--- src/rtl/mem_port_arbiter.sv ---
// Grants a single-ported unified memory to either instruction fetch or load/store, one access at a time.
// A request raised in cycle N drives mem_req in N+1, and completion follows mem_ready combinationally.
module mem_port_arbiter #(
  parameter int ADDR_W     = 32,
  parameter int DATA_W     = 32,
  parameter int STARVE_MAX = 4,
  parameter int TIMEOUT    = 64
) (
  input  logic              CLK,
  input  logic              RESET,
  input  logic              if_req,
  input  logic [ADDR_W-1:0] if_addr,
  output logic [DATA_W-1:0] if_rdata,
  output logic              if_valid,
  input  logic              dm_req,
  input  logic              dm_we,
  input  logic [ADDR_W-1:0] dm_addr,
  input  logic [DATA_W-1:0] dm_wdata,
  output logic [DATA_W-1:0] dm_rdata,
  output logic              dm_valid,
  output logic              mem_req,
  output logic              mem_we,
  output logic [ADDR_W-1:0] mem_addr,
  output logic [DATA_W-1:0] mem_wdata,
  input  logic [DATA_W-1:0] mem_rdata,
  input  logic              mem_ready,
  output logic              stall_fetch,
  output logic              stall_mem,
  output logic              mem_err
);

  localparam int SC_W = (STARVE_MAX < 1) ? 1 : $clog2(STARVE_MAX + 1);
  localparam int WD_W = $clog2(TIMEOUT);
  localparam logic [SC_W-1:0] STARVE_LIM = SC_W'(STARVE_MAX);
  localparam logic [WD_W-1:0] WD_LAST    = WD_W'(TIMEOUT - 1);

  typedef enum logic [1:0] {
    IDLE   = 2'd0,
    GNT_IF = 2'd1,
    GNT_DM = 2'd2
  } state_t;

  state_t            state_q, state_d;
  logic              mem_req_q, mem_req_d;
  logic              mem_we_q, mem_we_d;
  logic [ADDR_W-1:0] mem_addr_q, mem_addr_d;
  logic [DATA_W-1:0] mem_wdata_q, mem_wdata_d;
  logic [SC_W-1:0]   starve_q, starve_d;
  logic [WD_W-1:0]   wd_q, wd_d;
  logic              err_q, err_d;
  logic              dm_win, if_win;

  always_comb begin
    state_d     = state_q;
    mem_req_d   = mem_req_q;
    mem_we_d    = mem_we_q;
    mem_addr_d  = mem_addr_q;
    mem_wdata_d = mem_wdata_q;
    starve_d    = starve_q;
    wd_d        = wd_q;
    err_d       = err_q;
    dm_win      = 1'b0;
    if_win      = 1'b0;

    case (state_q)
      IDLE: begin
        // MEM is the older instruction and wins, unless fetch has waited out its quota
        dm_win = dm_req & ~(if_req & (starve_q == STARVE_LIM));
        if_win = if_req & ~dm_win;
        if (dm_win) begin
          state_d     = GNT_DM;
          mem_req_d   = 1'b1;
          mem_we_d    = dm_we;
          mem_addr_d  = dm_addr;
          mem_wdata_d = dm_wdata;
          wd_d        = '0;
          if (if_req) begin
            starve_d = (starve_q == STARVE_LIM) ? starve_q : starve_q + 1'b1;
          end else begin
            starve_d = '0;
          end
        end else if (if_win) begin
          state_d     = GNT_IF;
          mem_req_d   = 1'b1;
          mem_we_d    = 1'b0;
          mem_addr_d  = if_addr;
          mem_wdata_d = '0;
          wd_d        = '0;
          starve_d    = '0;
        end
      end

      GNT_IF, GNT_DM: begin
        if (mem_ready) begin
          state_d   = IDLE;
          mem_req_d = 1'b0;
          mem_we_d  = 1'b0;
        end else if (wd_q == WD_LAST) begin
          // abort silently; the requester stays stalled and is re-arbitrated
          state_d   = IDLE;
          mem_req_d = 1'b0;
          mem_we_d  = 1'b0;
          err_d     = 1'b1;
        end else begin
          wd_d = wd_q + 1'b1;
        end
      end

      default: begin
        state_d   = IDLE;
        mem_req_d = 1'b0;
        mem_we_d  = 1'b0;
      end
    endcase
  end

  always_ff @(posedge CLK) begin
    if (!RESET) begin
      state_q     <= IDLE;
      mem_req_q   <= 1'b0;
      mem_we_q    <= 1'b0;
      mem_addr_q  <= '0;
      mem_wdata_q <= '0;
      starve_q    <= '0;
      wd_q        <= '0;
      err_q       <= 1'b0;
    end else begin
      state_q     <= state_d;
      mem_req_q   <= mem_req_d;
      mem_we_q    <= mem_we_d;
      mem_addr_q  <= mem_addr_d;
      mem_wdata_q <= mem_wdata_d;
      starve_q    <= starve_d;
      wd_q        <= wd_d;
      err_q       <= err_d;
    end
  end

  assign mem_req   = mem_req_q;
  assign mem_we    = mem_we_q;
  assign mem_addr  = mem_addr_q;
  assign mem_wdata = mem_wdata_q;
  assign mem_err   = err_q;

  assign if_valid = (state_q == GNT_IF) & mem_ready;
  assign dm_valid = (state_q == GNT_DM) & mem_ready;
  assign if_rdata = if_valid ? mem_rdata : '0;
  assign dm_rdata = dm_valid ? mem_rdata : '0;

  assign stall_fetch = if_req & ~if_valid;
  assign stall_mem   = dm_req & ~dm_valid;

endmodule

--- config.mk ---
export PLATFORM = sky130hd
export DESIGN_NAME = mem_port_arbiter
export DESIGN_NICKNAME = d
export VERILOG_FILES = /design/src/rtl/mem_port_arbiter.sv
export SDC_FILE = /design/constraint.sdc
export NUM_CORES = 1
export LEC_CHECK = 0
export CAP_MARGIN = 20
export CORE_MARGIN = 8
export CORE_UTILIZATION = 38
export DETAILED_ROUTE_END_ITERATION = 10
export HOLD_SLACK_MARGIN = 0.1
export PLACE_DENSITY = 0.87
export SYNTH_ARGS = -nofsm -noshare
export SYNTH_HDL_FRONTEND = slang
export SYNTH_SLANG_ARGS = --single-unit
--- constraint.sdc ---
create_clock -name CLK -period 2.81 [get_ports CLK]
set_input_delay 0.562 -clock CLK [delete_from_list [all_inputs] [get_ports CLK]]
set_output_delay 0.562 -clock CLK [all_outputs]
set_load 0.005 [all_outputs]
Word-level counts from Yosys, hierarchy flattened
Cells that the tools add are included.
{"block": "op_classes", "eq_ne": 9, "bitwise_logic": 12, "n_reduce_logical": 9, "muxes": 28, "add_sub_neg": 2}
{"cell": "two-way mux 32 bit", "n": 6}
{"cell": "two-way mux 6 bit", "n": 4}
{"cell": "two-way mux 3 bit", "n": 4}
{"cell": "one-hot mux 6 bit (2 select lines)", "n": 1}
{"cell": "!= test 3 bit, second input constant", "n": 3}
{"cell": "two-way mux 2 bit", "n": 4}
{"cell": "AND 1 bit", "n": 7}
{"cell": "adder 6 x 1 -> 6 bit, second input constant", "n": 1}
{"cell": "equality test 6 bit, second input constant", "n": 1}
{"cell": "two-way mux 1 bit", "n": 6}
{"cell": "AND reduction 3 bit", "n": 2}
{"cell": "NOT 1 bit", "n": 5}
{"cell": "!= test 2 bit, second input constant", "n": 2}
{"cell": "one-hot mux 1 bit (2 select lines)", "n": 2}
{"cell": "one-hot mux 2 bit (2 select lines)", "n": 1}
{"cell": "AND reduction 2 bit", "n": 2}
{"cell": "AND reduction 4 bit", "n": 1}
{"cell": "nonzero test 2 bit", "n": 2}
{"cell": "adder 3 x 1 -> 3 bit, second input constant", "n": 1}
{"cell": "equality test 3 bit, second input constant", "n": 1}
{"cell": "equality test 2 x 1 -> 1 bit, second input constant", "n": 1}
{"cell": "equality test 2 bit, second input constant", "n": 1}
{"cell": "logical NOT 2 bit", "n": 1}
{"cell": "OR reduction 2 bit", "n": 1}
{"block": "word_totals", "regBits": 78, "word_cells": 68, "input_bits": 134, "output_inout_bits": 135}

Depth between registers and ports, before layout
{"block": "logic_depth", "depth_word": 9, "mapped_depth": 9, "depth_no_buf": 6}

Worst setup path after synthesis
No wires, ideal clock.
{"block": "synth_path", "path_kind": "in2out", "from": "in mem_ready", "to": "out dm_rdata[10]", "t_required_ns": 2.248, "path_slack_ns": 1.074, "cell_stages": 3, "n_path_buf": 2, "arrival_time_ns": 1.174, "cell_sequence": "clkbuf_1 clkbuf_1 and3_1"}
{"block": "synth_between", "elab_chain_cells": 2}
{"element": "from (decl)", "line_no": "26", "text": "input logic mem_ready,"}
{"element": "AND 1 bit", "line_no": "146", "text": "assign dm_valid = (state_q == GNT_DM) & mem_ready;"}
{"element": "two-way mux 32 bit", "line_no": "148", "text": "assign dm_rdata = dm_valid ? mem_rdata : '0;"}
{"element": "to (decl)", "line_no": "19", "text": "output logic [DATA_W-1:0] dm_rdata,"}
Every way passes these cells.

Worst setup path after layout
{"block": "layout_path", "from": "reg state_q[1]", "to": "out if_rdata[21]"}
{"block": "layout_between", "elab_chain_cells": 3}
{"element": "from (decl)", "line_no": "43", "text": "state_t state_q, state_d;"}
{"element": "from (signal assigned)", "line_no": "128", "text": "state_q <= state_d;"}
{"element": "equality test 2 x 1 -> 1 bit", "line_no": "145", "text": "assign if_valid = (state_q == GNT_IF) & mem_ready;"}
{"element": "AND 1 bit", "line_no": "145"}
{"element": "two-way mux 32 bit", "line_no": "147", "text": "assign if_rdata = if_valid ? mem_rdata : '0;"}
{"element": "to (decl)", "line_no": "13", "text": "output logic [DATA_W-1:0] if_rdata,"}
Every way passes these cells.

==> implementation parameters <==
Parameter                              Value

Global route
  Gr ovfl total ... 0
  Global-route wire length before repair ... 24.9 mm
  Antenna violations before repair ... 0
  Total Routing Usage GR ... 0.239
  Grt peak-use layer ... met2
  Maximum number of pins on one net before global-route repair ... 75
  Met1 GRT Util ... 0.234
  Global routing usage on met3 ... 0.0787
  Fraction of met2 tracks used by global routing ... 0.436
  Vias in the first global route ... 4717

Floorplanning
  Placeable core area ... 9730 µm²
  Effective utilization at floorplan ... 0.390
  Top-level port count ... 269
  Die Span Y ... 116 µm
  Row count ... 36
  Die area ... 13500 µm²
  Floorplan die width ... 116 µm

Hold path
  Class of the worst hold path ... register to register

Clocking
  Clk_lat worst skew ... 360 ps
  Count of hold buffers inserted by post-cts repair ... 0
  Clock buffers created by TritonCTS ... 9
  Clock root buffer ... sky130_fd_sc_hd__clkbuf_8
  Clock transition at the register clock pins on the worst setup and hold paths after CTS ... 80 ps
  Number of gates resized after CTS ... 0
  # Post-CTS Setup Buffers ... 0
  Clock tree from TritonCTS ... built
  Maximum count of clock buffers along a single path ... 2
  Clock sink count ... 78
  H-tree depth ... 3

STA
  Highest clock rate ... 0.382 GHz
  Final TNS setup ... 0 ps
  Final period demand of the worst path ... 2620 ps
  Unrepaired setup endpoints after global routing ... no
  Final Hold Viols ... 0
  Worst-case clock skew ... 10.5 ps
  Worst Max-Slew Pin Slew ... 444 ps
  Slew headroom ... 0.703
  Final setup violation count ... 0
  Final Max Slew Viols ... 0
  Share of the clock period used by the worst path ... 0.932
  Worst hold slack across all endpoints ... 453 ps

Worst setup path
  Kind of launch point of the worst setup path ... register
  Cell type of the slowest stage on the worst timing path ... sky130_fd_sc_hd__clkdlybuf4s50_1
  CP required ... 2250 ps
  CP cell instances ... inv_1 -> ha_1 -> buf_4 -> and3_1 -> clkdlybuf4s50_1
  Critical Path Sink Type ... output port
  Critical path class ... register to output port
  Slowest Stage Delay on Critical Path ... 530 ps
  Arr. time, crit path ... 2060 ps
  Worst Path Max Fanout ... 29

Job
  Maximum capacitance violations ... 0

Synthesis
  Warnings, synthesis ... 0
  Synth Instances ... 503
  Number of flops mapped to enable cells by yosys ... 0
  Ys async rst share ... 0
  Number of unique standard cell types used by synthesis ... 39
  Synthesized area per cell ... 7.55 µm²
  Synth Cell Area ... 3800 µm²
  Flip-flop cell with the highest count after synthesis ... sky130_fd_sc_hd__dfxtp_1
  Number of nets produced by synthesis ... 643
  Flip-flop and latch count after synthesis ... 78
  Register area share after synthesis ... 0.411

Power
  Leak pwr ... 2.71 nW
  Power per cell area ... 449 nW/µm²
  Max IR drop VDD ... 0.000293 V
  Total power draw ... 3.04 mW

Placement
  Final Wtd Congestion ... 1.03
  Area of placed instances ... 6570 µm²
  HPWL after DPL ... 13.1 mm
  Total instance count after detailed placement ... 872
  Port buffer count ... 268

Finish
  Total number of nets in the final design ... 890
  Most used cells in the layout excluding fill and tap cells ... sky130_fd_sc_hd__clkdlybuf4s50_1 (268), sky130_fd_sc_hd__nand2_1 (109), sky130_fd_sc_hd__dfxtp_1 (78)
  Fraction of layout cells with a size suffix above 1 ... 0.0570
  Antenna diodes ... 0
  Count of non-filler cells in the finished layout ... 887
  Commonest non-fill, non-tap cell in the layout ... sky130_fd_sc_hd__clkdlybuf4s50_1
  Layout-stage area growth over the synthesis result ... 78.0%
  Area of all placed cells without fillers ... 6760 µm²

Outcome
  Status ... completed

Drt
  Drt wl/cell ... 18.8 µm
  Number of search-and-repair iterations in the first detailed-routing pass ... 5
  Number of vias per cell after detailed routing ... 5.34
  Total length of routed wires ... 16.7 mm
  Routed Antenna Nets ... 0
  Remaining routing DRC violations ... 0
  Detailed Route Iter0 Violations ... 417
  DR vias ... 4737
## sequential cells by signal, summed over array words and instances, names as in the netlist
name,flops
mem_we,1
mem_addr,32
wd_q,6
mem_req,1
state_q,2
mem_wdata,32
mem_err,1
starve_q,3
## per-stage QoR
| stage | setup WS (ps) | utilization |
|---|---|---|
| floorplan | 1070 | - |
| detailed placement | 194 | 0.676 |
| global placement | 175 | 0.676 |
| global route | 105 | 0.695 |
| finish | 191 | 0.695 |
| CTS | 191 | 0.695 |
## power by group
part	internal (mW)	leakage, nW	switching, mW
sequential	1.21	0.641	0.0537
clock	0.407	0.0846	0.411
combinational	0.529	1.98	0.426
total	2.14	2.71	0.891
## final timing paths
| kind | depth (start not counted) | startpoint | endpoint | slack, ps |
|---|---|---|---|---|
| hold reg to reg | 2 | mem_wdata[6] | mem_wdata[6] | 450 |
| setup / recovery | 5 | state_q[1] | if_rdata[21] | 190 |
| hold / removal | 2 | mem_wdata[6] | mem_wdata[6] | 450 |
| setup reg to reg | 6 | state_q[1] | wd_q[5] | 940 |
## layout make-up
| cell class | instances | area (µm²) |
|---|---|---|
| clock buffers | 10 | 128 |
| well taps | 133 | 166 |
| multi-input cells | 368 | 1980 |
| clock inverters | 5 | 61.3 |
| repair buffers | 285 | 2840 |
| inverters | 8 | 30.0 |
| fillers | 795 | 2970 |
| flip-flops and latches | 78 | 1560 |
## synthesized netlist by cell type, types with 2 or more instances
cell type	instances	area (µm²)
sky130_fd_sc_hd__o21ai_2	3	26.3
sky130_fd_sc_hd__inv_1	8	30.0
sky130_fd_sc_hd__and2_1	3	18.8
sky130_fd_sc_hd__dfxtp_1	78	1560
sky130_fd_sc_hd__o221a_2	2	22.5
sky130_fd_sc_hd__nor2b_1	2	12.5
sky130_fd_sc_hd__nand2_1	109	409
sky130_fd_sc_hd__a31oi_1	34	213
sky130_fd_sc_hd__a21oi_1	39	195
sky130_fd_sc_hd__mux2i_1	2	20.0
sky130_fd_sc_hd__nand4_1	3	18.8
sky130_fd_sc_hd__nor3_1	5	25.0
sky130_fd_sc_hd__o21ai_0	40	200
sky130_fd_sc_hd__clkbuf_1	30	113
sky130_fd_sc_hd__buf_4	3	22.5
sky130_fd_sc_hd__and3_1	65	407
sky130_fd_sc_hd__and2b_1	2	15.0
sky130_fd_sc_hd__buf_2	13	65.1
sky130_fd_sc_hd__ha_1	6	75.1
sky130_fd_sc_hd__nand3_1	37	185
## logic make-up after synthesis
group | count (synthesis) | share of synthesized area
buf+inv | 57 | 0.0685
flops | 78 | 0.411
simple gates | 236 | 0.308
compound gates | 124 | 0.188
mux | 2 | 0.00527
fa+ha+maj | 6 | 0.0198
## worst max-delay path: cells and delay by family, from the launching register on
family                   cells  cell delay (ps)
buffers and inverters        3              910
flip-flops                   1              340
adder cells (fa/ha/maj)      1              230
AND/OR/NAND/NOR              1              220
## metal layers
layer  share of wire  vias up
li1                -     2253
met1            0.35     2168
met2            0.51      272
met3           0.098       44
met4           0.043        0
met5               0        -
(Power assumes the default switching activity.)
